===== src/rtl/seg7_pkg.sv =====
// Shared constants for the 7-segment display path: glyphs, scan states, digit buffer layout.
// Pure definitions; no timing or flow control.
package seg7_pkg;

   localparam int MAX_DIGITS = 8;

   // Segment glyphs, active-high, bits 6..0 = g..a, bit 7 (dp) left clear
   localparam logic [7:0] SEG_0     = 8'h3F;
   localparam logic [7:0] SEG_1     = 8'h06;
   localparam logic [7:0] SEG_2     = 8'h5B;
   localparam logic [7:0] SEG_3     = 8'h4F;
   localparam logic [7:0] SEG_4     = 8'h66;
   localparam logic [7:0] SEG_5     = 8'h6D;
   localparam logic [7:0] SEG_6     = 8'h7D;
   localparam logic [7:0] SEG_7     = 8'h07;
   localparam logic [7:0] SEG_8     = 8'h7F;
   localparam logic [7:0] SEG_9     = 8'h6F;
   localparam logic [7:0] SEG_A     = 8'h77;
   localparam logic [7:0] SEG_B     = 8'h7C;
   localparam logic [7:0] SEG_C     = 8'h39;
   localparam logic [7:0] SEG_D     = 8'h5E;
   localparam logic [7:0] SEG_E     = 8'h79;
   localparam logic [7:0] SEG_F     = 8'h71;
   localparam logic [7:0] SEG_BLANK = 8'h00;

   localparam logic [7:0] CAT_OFF   = 8'hFF;

   typedef enum logic [0:0] {
      ST_SHOW = 1'b0,
      ST_GAP  = 1'b1
   } state_e;

   // One display frame worth of data, always sized for the widest display
   typedef struct packed {
      logic [4*MAX_DIGITS-1:0] code;
      logic [MAX_DIGITS-1:0]   dp;
      logic [MAX_DIGITS-1:0]   en;
   } disp_buf_t;

   localparam disp_buf_t BUF_CLEAR = '0;

   function automatic logic [7:0] cat_select(input logic [2:0] idx);
      return ~(8'h01 << idx);
   endfunction

endpackage


===== src/rtl/seg7_decode.sv =====
// Combinational digit-code to segment decoder with optional hex glyphs and decimal point.
// Zero latency, no flow control.
module seg7_decode
   import seg7_pkg::*;
(
   input  logic [3:0] code,
   input  logic       hex_en,
   input  logic       dp,
   output logic [7:0] seg
);

   logic [7:0] w_glyph;

   always_comb begin
      w_glyph = SEG_BLANK;
      case (code)
         4'h0: w_glyph = SEG_0;
         4'h1: w_glyph = SEG_1;
         4'h2: w_glyph = SEG_2;
         4'h3: w_glyph = SEG_3;
         4'h4: w_glyph = SEG_4;
         4'h5: w_glyph = SEG_5;
         4'h6: w_glyph = SEG_6;
         4'h7: w_glyph = SEG_7;
         4'h8: w_glyph = SEG_8;
         4'h9: w_glyph = SEG_9;
         4'hA: w_glyph = hex_en ? SEG_A : SEG_BLANK;
         4'hB: w_glyph = hex_en ? SEG_B : SEG_BLANK;
         4'hC: w_glyph = hex_en ? SEG_C : SEG_BLANK;
         4'hD: w_glyph = hex_en ? SEG_D : SEG_BLANK;
         4'hE: w_glyph = hex_en ? SEG_E : SEG_BLANK;
         4'hF: w_glyph = hex_en ? SEG_F : SEG_BLANK;
         default: w_glyph = SEG_BLANK;
      endcase
   end

   assign seg = {dp, w_glyph[6:0]};

endmodule


===== src/rtl/seg7_scan_driver.sv =====
// Double-buffered multiplexed 7-segment driver; outputs registered, new data lands at frame wrap.
// No backpressure: load is always accepted, last load before a commit wins.
module seg7_scan_driver
   import seg7_pkg::*;
#(
   parameter int NUM_DIGITS   = 8,
   parameter int DWELL_CYCLES = 1,
   parameter int GAP_CYCLES   = 0,
   parameter bit HEX_EN       = 1'b0
) (
   input  logic                    clk,
   input  logic                    rst,
   input  logic [4*NUM_DIGITS-1:0] digits_in,
   input  logic [NUM_DIGITS-1:0]   dp_in,
   input  logic [NUM_DIGITS-1:0]   en_in,
   input  logic                    lz_blank,
   input  logic                    load,
   output logic                    pending,
   output logic                    frame_done,
   output logic [7:0]              DISP,
   output logic [7:0]              cat
);

   localparam int         CNT_MAX    = (DWELL_CYCLES > GAP_CYCLES) ? DWELL_CYCLES : GAP_CYCLES;
   localparam int         CNT_W      = (CNT_MAX > 1) ? $clog2(CNT_MAX) : 1;
   localparam int         GAP_LAST   = (GAP_CYCLES > 0) ? GAP_CYCLES - 1 : 0;
   localparam int         DWELL_LAST = DWELL_CYCLES - 1;
   localparam logic [2:0] IDX_LAST   = 3'(NUM_DIGITS - 1);

   state_e             r_state;
   logic [CNT_W-1:0]   r_cnt;
   logic [2:0]         r_idx;
   disp_buf_t          r_act;
   disp_buf_t          r_pend;
   logic               r_pending;
   logic               r_frame_done;
   logic [7:0]         r_disp;
   logic [7:0]         r_cat;

   state_e             w_state_nxt;
   logic [CNT_W-1:0]   w_cnt_nxt;
   logic [2:0]         w_idx_nxt;
   logic               w_frame_end;
   disp_buf_t          w_in;
   disp_buf_t          w_act_nxt;
   disp_buf_t          w_pend_nxt;
   logic               w_pending_nxt;
   logic [MAX_DIGITS-1:0] w_lz_sup;
   logic [3:0]         w_code;
   logic               w_dp;
   logic [7:0]         w_seg;
   logic [7:0]         w_disp_nxt;
   logic [7:0]         w_cat_nxt;

   // Unused upper digits are padded with en=0 so they can never light
   always_comb begin
      w_in      = BUF_CLEAR;
      w_in.code = 32'(digits_in);
      w_in.dp   = 8'(dp_in);
      w_in.en   = 8'(en_in);
   end

   always_ff @(posedge clk) begin
      if (rst) begin
         r_state <= ST_GAP;
         r_cnt   <= '0;
         r_idx   <= '0;
      end else begin
         r_state <= w_state_nxt;
         r_cnt   <= w_cnt_nxt;
         r_idx   <= w_idx_nxt;
      end
   end

   always_comb begin
      w_state_nxt = r_state;
      w_cnt_nxt   = r_cnt;
      w_idx_nxt   = r_idx;
      w_frame_end = 1'b0;
      case (r_state)
         ST_GAP: begin
            if ((GAP_CYCLES == 0) || (r_cnt == CNT_W'(GAP_LAST))) begin
               w_state_nxt = ST_SHOW;
               w_cnt_nxt   = '0;
            end else begin
               w_cnt_nxt = r_cnt + 1'b1;
            end
         end
         default: begin
            if (r_cnt == CNT_W'(DWELL_LAST)) begin
               w_cnt_nxt   = '0;
               w_state_nxt = (GAP_CYCLES == 0) ? ST_SHOW : ST_GAP;
               if (r_idx == IDX_LAST) begin
                  w_idx_nxt   = '0;
                  w_frame_end = 1'b1;
               end else begin
                  w_idx_nxt = r_idx + 1'b1;
               end
            end else begin
               w_cnt_nxt = r_cnt + 1'b1;
            end
         end
      endcase
   end

   // A load coinciding with the commit bypasses the pending buffer entirely
   always_comb begin
      w_act_nxt     = r_act;
      w_pend_nxt    = r_pend;
      w_pending_nxt = r_pending;
      if (w_frame_end && load) begin
         w_act_nxt     = w_in;
         w_pending_nxt = 1'b0;
      end else begin
         if (w_frame_end && r_pending) begin
            w_act_nxt     = r_pend;
            w_pending_nxt = 1'b0;
         end
         if (load) begin
            w_pend_nxt    = w_in;
            w_pending_nxt = 1'b1;
         end
      end
   end

   // Disabled digits are invisible, so they neither blank nor end the zero run
   always_comb begin
      logic v_run;
      w_lz_sup = '0;
      v_run    = lz_blank;
      for (int i = MAX_DIGITS - 1; i >= 1; i--) begin
         if (w_act_nxt.en[i]) begin
            if ((w_act_nxt.code[4*i +: 4] == 4'd0) && !w_act_nxt.dp[i]) begin
               w_lz_sup[i] = v_run;
            end else begin
               v_run = 1'b0;
            end
         end
      end
   end

   assign w_code = w_act_nxt.code[4*w_idx_nxt +: 4];
   assign w_dp   = w_act_nxt.dp[w_idx_nxt];

   seg7_decode u_decode (
      .code   (w_code),
      .hex_en (HEX_EN),
      .dp     (w_dp),
      .seg    (w_seg)
   );

   // Outputs are computed for the slot being entered so they change on the entry edge
   always_comb begin
      w_disp_nxt = SEG_BLANK;
      w_cat_nxt  = CAT_OFF;
      if (w_state_nxt == ST_SHOW) begin
         w_cat_nxt = cat_select(w_idx_nxt);
         if (w_act_nxt.en[w_idx_nxt] && !w_lz_sup[w_idx_nxt]) begin
            w_disp_nxt = w_seg;
         end
      end
   end

   always_ff @(posedge clk) begin
      if (rst) begin
         r_act        <= BUF_CLEAR;
         r_pend       <= BUF_CLEAR;
         r_pending    <= 1'b0;
         r_frame_done <= 1'b0;
         r_disp       <= SEG_BLANK;
         r_cat        <= CAT_OFF;
      end else begin
         r_act        <= w_act_nxt;
         r_pend       <= w_pend_nxt;
         r_pending    <= w_pending_nxt;
         r_frame_done <= w_frame_end;
         r_disp       <= w_disp_nxt;
         r_cat        <= w_cat_nxt;
      end
   end

   assign pending    = r_pending;
   assign frame_done = r_frame_done;
   assign DISP       = r_disp;
   assign cat        = r_cat;

endmodule


===== config.mk =====
export PLATFORM = sky130hd
export DESIGN_NAME = seg7_scan_driver
export DESIGN_NICKNAME = d
export VERILOG_FILES = /design/src/rtl/seg7_pkg.sv /design/src/rtl/seg7_decode.sv /design/src/rtl/seg7_scan_driver.sv
export SDC_FILE = /design/constraint.sdc
export NUM_CORES = 1
export LEC_CHECK = 0
export BUFFER_PORTS_ARGS = -buffer_cell sky130_fd_sc_hd__buf_2
export CAP_MARGIN = 5
export CELL_PAD_IN_SITES_DETAIL_PLACEMENT = 2
export CELL_PAD_IN_SITES_GLOBAL_PLACEMENT = 2
export CORE_MARGIN = 1
export CORE_UTILIZATION = 34
export DETAILED_ROUTE_END_ITERATION = 7
export PLACE_DENSITY_LB_ADDON = 0.1
export SKIP_LAST_GASP = 1
export SYNTH_ARGS = -nofsm -noshare
export SYNTH_HDL_FRONTEND = slang
export SYNTH_HIERARCHICAL = 1
export SYNTH_SLANG_ARGS = --single-unit

===== constraint.sdc =====
create_clock -name clk -period 4.5 [get_ports clk]
set_input_delay 0.9 -clock clk [delete_from_list [all_inputs] [get_ports clk]]
set_output_delay 0.9 -clock clk [all_outputs]
set_load 0.03 [all_outputs]

==> results of run 1 <==
==> state kept, by name, indices dropped and copies added (netlist names) <==
| name | flops |
|---|---|
| frame_done | 1 |
| r_act | 48 |
| r_cnt | 1 |
| r_state | 1 |
| r_idx | 3 |
| DISP | 8 |
| pending | 1 |
| r_pend | 48 |
| cat | 8 |
==> worst max-delay path: cells and delay by family, from the launching register on <==
| family | cells | cell delay [ns] |
|---|---|---|
| buf+inv | 2 | 0.45 |
| fa+ha+maj | 2 | 0.56 |
| compound gates | 6 | 0.86 |
| simple gates | 5 | 1.60 |
| flops | 1 | 0.52 |
==> routing by layer <==
| metal | global-route usage [%] | vias up | share of wire, % |
|---|---|---|---|
| met1 | 33.7 | 2753 | 44 |
| met5 | 0 | - | 0 |
| met4 | 10.1 | 0 | 2.1 |
| met2 | 45.2 | 114 | 50 |
| li1 | - | 2549 | - |
| met3 | 4.87 | 27 | 3.8 |
==> cell usage after synthesis, drive strengths merged, types with 2 or more instances <==
library cell	number	area (µm²)
inv	6	22.5
nor2b	17	106
o2bb2ai	3	26.3
nand2b	7	43.8
clkbuf	31	116
mux2	13	146
nand3	7	35.0
nor3b	9	67.6
a21oi	78	390
or2	2	12.5
ha	2	25.0
a31oi	3	33.8
a221oi	16	140
nor3	5	25.0
or3	3	23.8
o32a	2	20.0
a32oi	2	17.5
nand4	2	12.5
and2	3	18.8
o32ai	4	42.6
o221ai	3	26.3
mux2i	19	190
nand3b	2	15.0
o22ai	36	225
nand4bb	2	22.5
dfxtp	119	2380
buf	21	119
a31o	2	17.5
o21ai	17	85.1
a21o	4	30.0
and3	2	12.5
nand2	137	514
a32o	13	130
a222oi	3	30.0
nor2	64	240
==> logic make-up after synthesis <==
family / count (synthesis)
buffers and inverters: 58
and+or+nand+nor: 267
AOI/OAI and AO/OA: 196
muxes: 32
other: 1
DFF: 119
adders and majority gates: 2
==> worst paths after layout <==
| path | depth (start not counted) | to | slack, ns | start |
|---|---|---|---|---|
| hold reg to reg | 2 | r_pend[5]$_SDFFE_PP0P_ | 0.45 | r_pend[5]$_SDFFE_PP0P_ |
| setup / recovery | 15 | DISP[3]$_SDFF_PP0_ | 0.35 | r_idx[1]$_SDFF_PP0_ |
| hold / removal | 2 | r_pend[5]$_SDFFE_PP0P_ | 0.45 | r_pend[5]$_SDFFE_PP0P_ |
| setup reg to reg | 15 | DISP[3]$_SDFF_PP0_ | 0.35 | r_idx[1]$_SDFF_PP0_ |
==> power by group through the flow <==
stage	Clock, mW	Combinational (mW)	Sequential [mW]
CTS	1.26	0.213	1.11
floorplan	0	0.104	1.14
detailed placement	0	0.211	1.13
finish	1.23	0.211	1.11
global placement	0	0.203	1.13
global route	1.30	0.231	1.11
==> layout make-up <==
type / instances / share of cell area [%]
Sequential cell: 119 / 35.6
Inverter: 6 / 0.336
Tap cell: 216 / 4.03
Clock buffer: 25 / 7.54
Clock inverter: 4 / 0.299
Timing Repair Buffer: 97 / 8.52
Multi-Input combinational cell: 505 / 43.7
==> impl_metrics.py, run 1 <==
metrics = {
    "status": {
        "status": "completed",
    },
    "route": {
        "drtAntennaViolNets": 0,
        "dr.pass1.iters": 7,
        "routed_wl_mm": 21.0,
        "via_per_inst": 5.60,
        "wl_per_cell_um": 21.6,
        "drcViolationCount": 0,
        "drt_iter0_drc": 281,
        "num_vias": 5443,
    },
    "clocking": {
        "cts_sinks": 119,
        "cts_hold_buf": 0,
        "clock_path_buffers": 2,
        "post_cts_resize_count": 0,
        "htreeDepth": 4,
        "clkSlewWorstSetupHoldPaths_ns": 0.05,
        "root_buffer": "clkbuf_16",
        "insertion_delay_ns": 0.42,
        "postCtsSetupBuffers": 0,
        "cts_tree": "done",
        "cts_buffers": 17,
    },
    "logic_synthesis": {
        "synth-compound-area-share_pct": 23.8,
        "synth_cells": 675,
        "synth.lib_cells_used.distinct": 58,
        "yosysSeqAreaShare_pct": 43.2,
        "synth_top_family_by_area": "compound AO/OA/AOI/OAI gates",
        "synth_edf_count": 0,
        "synth.ff_latch_count": 119,
        "synthMuxAreaShare_pct": 6.10,
        "synth-simple-area-share_pct": 21.8,
        "yosys_most_used_dff": "dfxtp_1",
        "async_flop_share_pct": 0,
        "synthAdderAreaFrac_pct": 0.453,
        "syn_area_per_cell_um2": 8.18,
        "yosysWarnings": 6,
        "synth_area_um2": 5520,
        "yosys.area_share.xor_xnor_pct": 0,
    },
    "sta": {
        "worst_pin_slew_ns": 1.04,
        "rsz0062_at_grt": "false",
        "slew_headroom_pct": 30.4,
        "fmax_mhz": 241,
        "fin_skew_ns": 0.00633,
        "slew_viol_final": 0,
        "timing.hold.ws_ns": 0.454,
        "final.setup.tns_ns": 0,
        "min_period_ns": 4.15,
        "finalCritPeriodShare_pct": 92.1,
        "hold_viol_final": 0,
        "setup_violations": 0,
        "layout_setup_ws_ns": 0.354,
    },
    "pwr": {
        "p_int_mw": 1.92,
        "p_clk_share_pct": 48.2,
        "seqPwrFrac_pct": 43.5,
        "combPwrFrac_pct": 8.3,
        "p_sw_share_pct": 24.8,
        "vdd.ir_drop.worst_v": 0.000238,
        "power_switching_mw": 0.632,
        "power-per-cell-area_nw_per_um2": 381,
        "p_leak_nw": 2.71,
        "totalPowerFinal_mw": 2.55,
    },
    "global_routing": {
        "grt_max_degree": 63,
        "grt_usage_pct": 26.7,
        "grt_first_pass_wirelength_mm": 33.1,
        "first_global_vias": 5892,
        "antenna_found_initial": 0,
        "overflow": 0,
    },
    "floorplan": {
        "dieArea_um2": 16700,
        "die_w_um": 129,
        "start_util_pct": 34.8,
        "io_pins": 70,
        "die_h_um": 129,
        "core_area_um2": 15900,
        "rows": 46,
    },
    "worst_setup_path": {
        "path_cells": "ha_1 -> ha_1 -> or3b_4 -> nor2_1 -> buf_4 -> a21oi_1 -> a21oi_1 -> o22ai_1 -> nor3_1 -> a21oi_1 -> buf_4 -> or3_4 -> a21boi_2 -> a21oi_1 -> nor3b_1",
        "cp-start-kind": "flop",
        "crit_type": "flop to flop",
        "critical_path.slowest_cell": "or3b_4",
        "required_ns": 4.80,
        "crit_fanout": 21,
        "endpoint_kind": "flop",
        "cpMostUsedCell": "a21oi_1",
        "max_stage_delay_ns": 0.57,
        "critical_path_arrival_ns": 4.44,
    },
    "cells_and_area": {
        "nFillCells": 1825,
        "area_growth_syn_to_layout_pct": 21.4,
        "mostFrequentLayoutCell": "nand2_1",
        "mostFrequentLayoutCells": "137 x nand2_1, 119 x dfxtp_1, 78 x a21oi_1",
        "final_nets": 800,
        "diodes": 0,
        "final_cells": 972,
        "drive_gt1_share_pct": 20.1,
        "area.sequential_um2": 2380,
        "design_area_um2": 6700,
        "multiInputGateArea_um2": 2930,
        "final_core_util_pct": 42.2,
    },
    "job": {
        "max-cap-violations": 0,
    },
    "place": {
        "port_buffers": 69,
        "dp_cells": 943,
        "gp_congestion": 0.869,
        "dpl.hpwl_mm": 14.9,
        "place_area_um2": 6170,
        "pre_cts_ws_ns": 0.398,
    },
    "hold_path": {
        "hold_path.class": "flop to flop",
    },
}
No activity file was read; power rests on OpenSTA's default activity.
==> inputs of run 2 (changes only) <==
--- a/config.mk
+++ b/config.mk
@@ -7,12 +7,12 @@
 export LEC_CHECK = 0
 export BUFFER_PORTS_ARGS = -buffer_cell sky130_fd_sc_hd__buf_2
 export CAP_MARGIN = 5
-export CELL_PAD_IN_SITES_DETAIL_PLACEMENT = 2
-export CELL_PAD_IN_SITES_GLOBAL_PLACEMENT = 2
 export CORE_MARGIN = 1
-export CORE_UTILIZATION = 34
+export CORE_UTILIZATION = 50
+export CTS_CLUSTER_DIAMETER = 50
 export DETAILED_ROUTE_END_ITERATION = 7
-export PLACE_DENSITY_LB_ADDON = 0.1
+export MAX_ROUTING_LAYER = met4
+export PLACE_DENSITY = 0.7
 export SKIP_LAST_GASP = 1
 export SYNTH_ARGS = -nofsm -noshare
 export SYNTH_HDL_FRONTEND = slang
==> run 2 against run 1 <==
Compared with the run above: register-to-register slack is essentially flat; hold slack worse by 0.0038 ns; power increased by 3.6%; non-clock buffer count fell by 6; sequential share of layout area is 0.53 points higher; clock power is 9.8% higher; routed wire length shrank 21%; combinational power shrank 11%; count of clock-buffer cells in the layout is 2 lower; die area is 32% lower.
==> impl_metrics.py, run 2 (synthesis results as in run 1) <==
metrics = {
    "status": {
        "status": "completed",
    },
    "clocking": {
        "cts_buffers": 17,
        "clock_path_buffers": 2,
        "htreeDepth": 4,
        "cts_sinks": 119,
        "postCtsSetupBuffers": 0,
        "cts_hold_buf": 0,
        "cts_tree": "done",
        "post_cts_resize_count": 0,
        "root_buffer": "clkbuf_8",
        "clkSlewWorstSetupHoldPaths_ns": 0.06,
        "insertion_delay_ns": 0.53,
    },
    "route": {
        "dr.pass1.iters": 6,
        "drt_iter0_drc": 490,
        "wl_per_cell_um": 18.6,
        "via_per_inst": 6.08,
        "routed_wl_mm": 16.5,
        "num_vias": 5397,
        "drtAntennaViolNets": 0,
        "drcViolationCount": 0,
    },
    "global_routing": {
        "first_global_vias": 5025,
        "grt_first_pass_wirelength_mm": 25.8,
        "overflow": 0,
        "grt_usage_pct": 30.6,
        "antenna_found_initial": 0,
        "grt_max_degree": 61,
    },
    "cells_and_area": {
        "mostFrequentLayoutCells": "137 x nand2_1, 119 x dfxtp_1, 78 x a21oi_1",
        "final_nets": 794,
        "diodes": 0,
        "area_growth_syn_to_layout_pct": 19.6,
        "design_area_um2": 6600,
        "drive_gt1_share_pct": 19.7,
        "mostFrequentLayoutCell": "nand2_1",
        "reg.largest.list": "r_act x48, r_pend x48",
        "final_cells": 888,
    },
    "pwr": {
        "power-per-cell-area_nw_per_um2": 401,
        "p_sw_share_pct": 23.1,
        "power_switching_mw": 0.611,
        "vdd.ir_drop.worst_v": 0.000264,
        "p_clk_share_pct": 51.0,
        "combPwrFrac_pct": 7.1,
        "p_int_mw": 2.03,
        "p_leak_nw": 2.71,
        "seqPwrFrac_pct": 41.9,
        "totalPowerFinal_mw": 2.64,
    },
    "sta": {
        "slew_headroom_pct": 18.2,
        "final.setup.tns_ns": 0,
        "setup_violations": 0,
        "timing.hold.ws_ns": 0.451,
        "worst_pin_slew_ns": 1.22,
        "slew_viol_final": 0,
        "min_period_ns": 4.16,
        "rsz0062_at_grt": "false",
        "finalCritPeriodShare_pct": 92.4,
        "hold_viol_final": 0,
        "fmax_mhz": 240,
        "fin_skew_ns": 0.00489,
    },
    "worst_setup_path": {
        "crit_fanout": 23,
        "critical_path_arrival_ns": 4.56,
        "required_ns": 4.90,
        "cp-start-kind": "flop",
        "r2r_start": "r_idx[1]$_SDFF_PP0_",
        "endpoint_kind": "flop",
        "cp-startpoint": "r_idx[1]$_SDFF_PP0_",
        "crit_type": "flop to flop",
    },
    "floorplan": {
        "die_h_um": 107,
        "start_util_pct": 52.5,
        "rows": 37,
        "die_w_um": 107,
        "io_pins": 70,
        "dieArea_um2": 11500,
        "core_area_um2": 10500,
    },
    "place": {
        "gp_congestion": 0.893,
        "dpl.hpwl_mm": 11.1,
        "port_buffers": 69,
        "dp_cells": 857,
        "place_area_um2": 6010,
    },
    "job": {
        "max-cap-violations": 0,
    },
    "hold_path": {
        "hold_path.class": "flop to flop",
        "hold_path_startpoint": "r_pend[27]$_SDFFE_PP0P_",
    },
}
run 2: changes by cell type in the layout (fill, tap and decap cells not counted), sizes merged:
| cell | previous run | this run |
|---|---|---|
| buf | 97 | 91 |
| bufinv | 0 | 3 |
| clkbuf | 25 | 23 |
| clkinvlp | 0 | 1 |
run 2: area by class of cell:
cell class | instances | area (µm²)
clock inverters | 8 | 121
well taps | 136 | 170
repair buffers | 91 | 510
fillers | 931 | 3910
flip-flops and latches | 119 | 2380
multi-input cells | 505 | 2930
inverters | 6 | 22.5
clock buffers | 23 | 467
run 2: worst max-delay path, cell delays in order (launching register included):
cell	delay (ns)
dfxtp_1	0.51
ha_1	0.21
ha_1	0.33
nand4bb_2	0.35
buf_4	0.38
mux2_2	0.31
mux2i_1	0.31
o22ai_1	0.15
a221oi_1	0.34
a21oi_1	0.34
nand3b_1	0.21
o21ai_0	0.10
or3_1	0.34
nor3b_1	0.14
run 2: final timing paths:
path,to,slack [ns],depth (start not counted)
setup / recovery,DISP[0]$_SDFF_PP0_,0.34,13
hold / removal,r_pend[27]$_SDFFE_PP0P_,0.45,2
setup reg to reg,DISP[0]$_SDFF_PP0_,0.34,13
hold reg to reg,r_pend[27]$_SDFFE_PP0P_,0.45,2
run 2: layer usage:
metal | vias to the layer above | wire [µm] | global-route usage [%]
li1 | 2540 | - | -
met1 | 2570 | 7000 | 37.6
met2 | 242 | 7630 | 47.1
met3 | 45 | 1370 | 7.54
met4 | 0 | 491 | 14.9
met5 | - | 0 | -
run 2: power by group through the flow:
stage          Combinational (mW)  Clock [mW]  Sequential, mW
2_1_floorplan               0.104           0            1.14
3_3_place_gp                0.181           0            1.13
3_5_place_dp                0.186           0            1.13
4_1_cts                     0.186        1.36            1.11
5_1_grt                     0.205        1.41            1.11
6_report                    0.188        1.35            1.11
run 2: through the flow:
stage               utilization, %  setup WS (ns)
floorplan                        -           1.19
global placement              57.2          0.352
detailed placement            57.2          0.279
CTS                           62.8          0.241
global route                  62.8          0.126
finish                        62.8          0.341
==> inputs of run 3 (changes only) <==
--- a/config.mk
+++ b/config.mk
@@ -5,14 +5,14 @@
 export SDC_FILE = /design/constraint.sdc
 export NUM_CORES = 1
 export LEC_CHECK = 0
-export BUFFER_PORTS_ARGS = -buffer_cell sky130_fd_sc_hd__buf_2
-export CAP_MARGIN = 5
+export CAP_MARGIN = 20
 export CORE_MARGIN = 1
-export CORE_UTILIZATION = 50
+export CORE_UTILIZATION = 63
 export CTS_CLUSTER_DIAMETER = 50
 export DETAILED_ROUTE_END_ITERATION = 7
+export DONT_BUFFER_PORTS = 1
 export MAX_ROUTING_LAYER = met4
-export PLACE_DENSITY = 0.7
+export PLACE_DENSITY = 0.79
 export SKIP_LAST_GASP = 1
 export SYNTH_ARGS = -nofsm -noshare
 export SYNTH_HDL_FRONTEND = slang
==> run 3 against run 2 <==
Compared with the run above: fmax shrank 0.38%; core utilization grew 12 points; final cell count shrank 11%; combinational power shrank 29%; critical path type unchanged; critical endpoint is now DISP[1]$_SDFF_PP0_.
==> impl_metrics.py, run 3 (synthesis results as in run 1) <==
metrics = {
    "pwr": {
        "combPwrFrac_pct": 4.9,
        "seqPwrFrac_pct": 41.8,
        "p_leak_nw": 2.44,
        "p_int_mw": 2.04,
        "p_clk_share_pct": 53.3,
        "vdd.ir_drop.worst_v": 0.000323,
        "power_switching_mw": 0.643,
        "p_sw_share_pct": 24.0,
        "power-per-cell-area_nw_per_um2": 428,
    },
    "hold_path": {
        "hold_path.class": "input pin to flop",
    },
    "sta": {
        "finalCritPeriodShare_pct": 92.8,
        "timing.hold.ws_ns": 0.403,
        "fmax_mhz": 240,
        "hold_viol_final": 0,
        "layout_setup_ws_ns": 0.325,
        "worst_pin_slew_ns": 0.995,
        "rsz0062_at_grt": "false",
        "slew_viol_final": 0,
        "setup_violations": 0,
        "slew_headroom_pct": 33.6,
        "min_period_ns": 4.18,
        "final.setup.tns_ns": 0,
        "fin_skew_ns": 0.00589,
    },
    "place": {
        "pre_cts_ws_ns": 0.410,
        "gp_congestion": 0.930,
        "dpl.hpwl_mm": 10.5,
        "place_area_um2": 5620,
        "port_buffers": 0,
    },
    "cells_and_area": {
        "nFillCells": 596,
        "reg.largest.list": "r_act x48, r_pend x48",
        "diodes": 0,
        "mostFrequentLayoutCells": "137 x nand2_1, 119 x dfxtp_1, 78 x a21oi_1",
        "drive_gt1_share_pct": 11.8,
        "area_growth_syn_to_layout_pct": 13.4,
        "final_nets": 725,
        "design_area_um2": 6260,
        "final_core_util_pct": 75.1,
        "mostFrequentLayoutCell": "nand2_1",
    },
    "clocking": {
        "root_buffer": "clkbuf_8",
        "htreeDepth": 4,
        "post_cts_resize_count": 0,
        "clock_path_buffers": 2,
        "cts_tree": "done",
        "clkSlewWorstSetupHoldPaths_ns": 0.06,
        "postCtsSetupBuffers": 0,
        "insertion_delay_ns": 0.53,
        "cts_buffers": 17,
        "cts_sinks": 119,
        "cts_hold_buf": 0,
    },
    "worst_setup_path": {
        "critical_path_arrival_ns": 4.58,
        "worst-path-buf-inv": 2,
        "path_cells": "ha_1 -> ha_1 -> or3b_4 -> nor2_1 -> buf_4 -> a21oi_1 -> o22ai_1 -> nor3_1 -> a21oi_1 -> inv_1 -> o21ai_0 -> o22ai_1 -> nor3b_1",
        "critical_path.slowest_cell": "a21oi_1",
        "cp_top_family": "compound AO/OA/AOI/OAI gates",
        "crit_fanout": 21,
        "cp-start-kind": "flop",
        "endpoint_kind": "flop",
        "crit_type": "flop to flop",
        "max_stage_delay_ns": 0.67,
        "required_ns": 4.91,
    },
    "global_routing": {
        "use_met1_pct": 44.2,
        "gr-usage-met2_pct": 59.3,
        "grt_usage_pct": 37.1,
        "first_global_vias": 4900,
        "grt_use_met3_pct": 9.17,
        "grt.busiest_layer": "met2",
        "overflow": 0,
        "grt_max_degree": 104,
        "antenna_found_initial": 0,
        "grt_first_pass_wirelength_mm": 24.5,
    },
    "floorplan": {
        "io_pins": 70,
        "die_h_um": 95.6,
        "rows": 33,
        "start_util_pct": 66.2,
        "core_area_um2": 8340,
        "dieArea_um2": 9140,
        "die_w_um": 95.6,
    },
    "route": {
        "num_vias": 5258,
        "wl_per_cell_um": 20.4,
        "dr.pass1.iters": 6,
        "drcViolationCount": 0,
        "drt_iter0_drc": 554,
        "routed_wl_mm": 16.1,
        "drtAntennaViolNets": 0,
        "via_per_inst": 6.66,
    },
    "job": {
        "max-cap-violations": 0,
    },
    "status": {
        "status": "completed",
    },
}
## run 3: power by group through the flow
stage,logic [mW],clock network (mW),registers (mW)
3_3_place_gp,0.120,0,1.14
3_5_place_dp,0.125,0,1.14
6_report,0.133,1.43,1.12
4_1_cts,0.126,1.42,1.12
5_1_grt,0.143,1.47,1.12
2_1_floorplan,0.104,0,1.14
## run 3: layout make-up
class	instances	area, µm²	share of cell area (%)
Multi-Input combinational cell	505	2920	46.7
Sequential cell	119	2380	38.0
Clock buffer	18	418	6.67
Clock inverter	14	199	3.18
Timing Repair Buffer	22	185	2.96
Tap cell	105	131	2.10
Inverter	6	22.5	0.360
## run 3: routing by layer
metal | wire length (µm) | share of wire, %
met2 | 7630 | 47
met4 | 474 | 2.9
met3 | 1840 | 11
met1 | 6170 | 38
met5 | 0 | 0
## run 3: metrics by stage
stage | power, mW | instances
after floorplan | 1.24 | 682
after global routing | 2.74 | 789
after CTS | 2.67 | 788
after global placement | 1.26 | 756
after detailed placement | 1.27 | 756
final | 2.68 | 789
## run 3: path summary, 6_finish.rpt
path | slack, ns | endpoint | start | depth (start not counted)
worst max-delay path | 0.32 | DISP[1]$_SDFF_PP0_ | r_idx[1]$_SDFF_PP0_ | 13
worst min-delay path | 0.40 | r_state$_DFF_P_ | rst | 0
worst max register to register | 0.32 | DISP[1]$_SDFF_PP0_ | r_idx[1]$_SDFF_PP0_ | 13
worst min register to register | 0.44 | r_pend[9]$_SDFFE_PP0P_ | r_pend[9]$_SDFFE_PP0P_ | 2
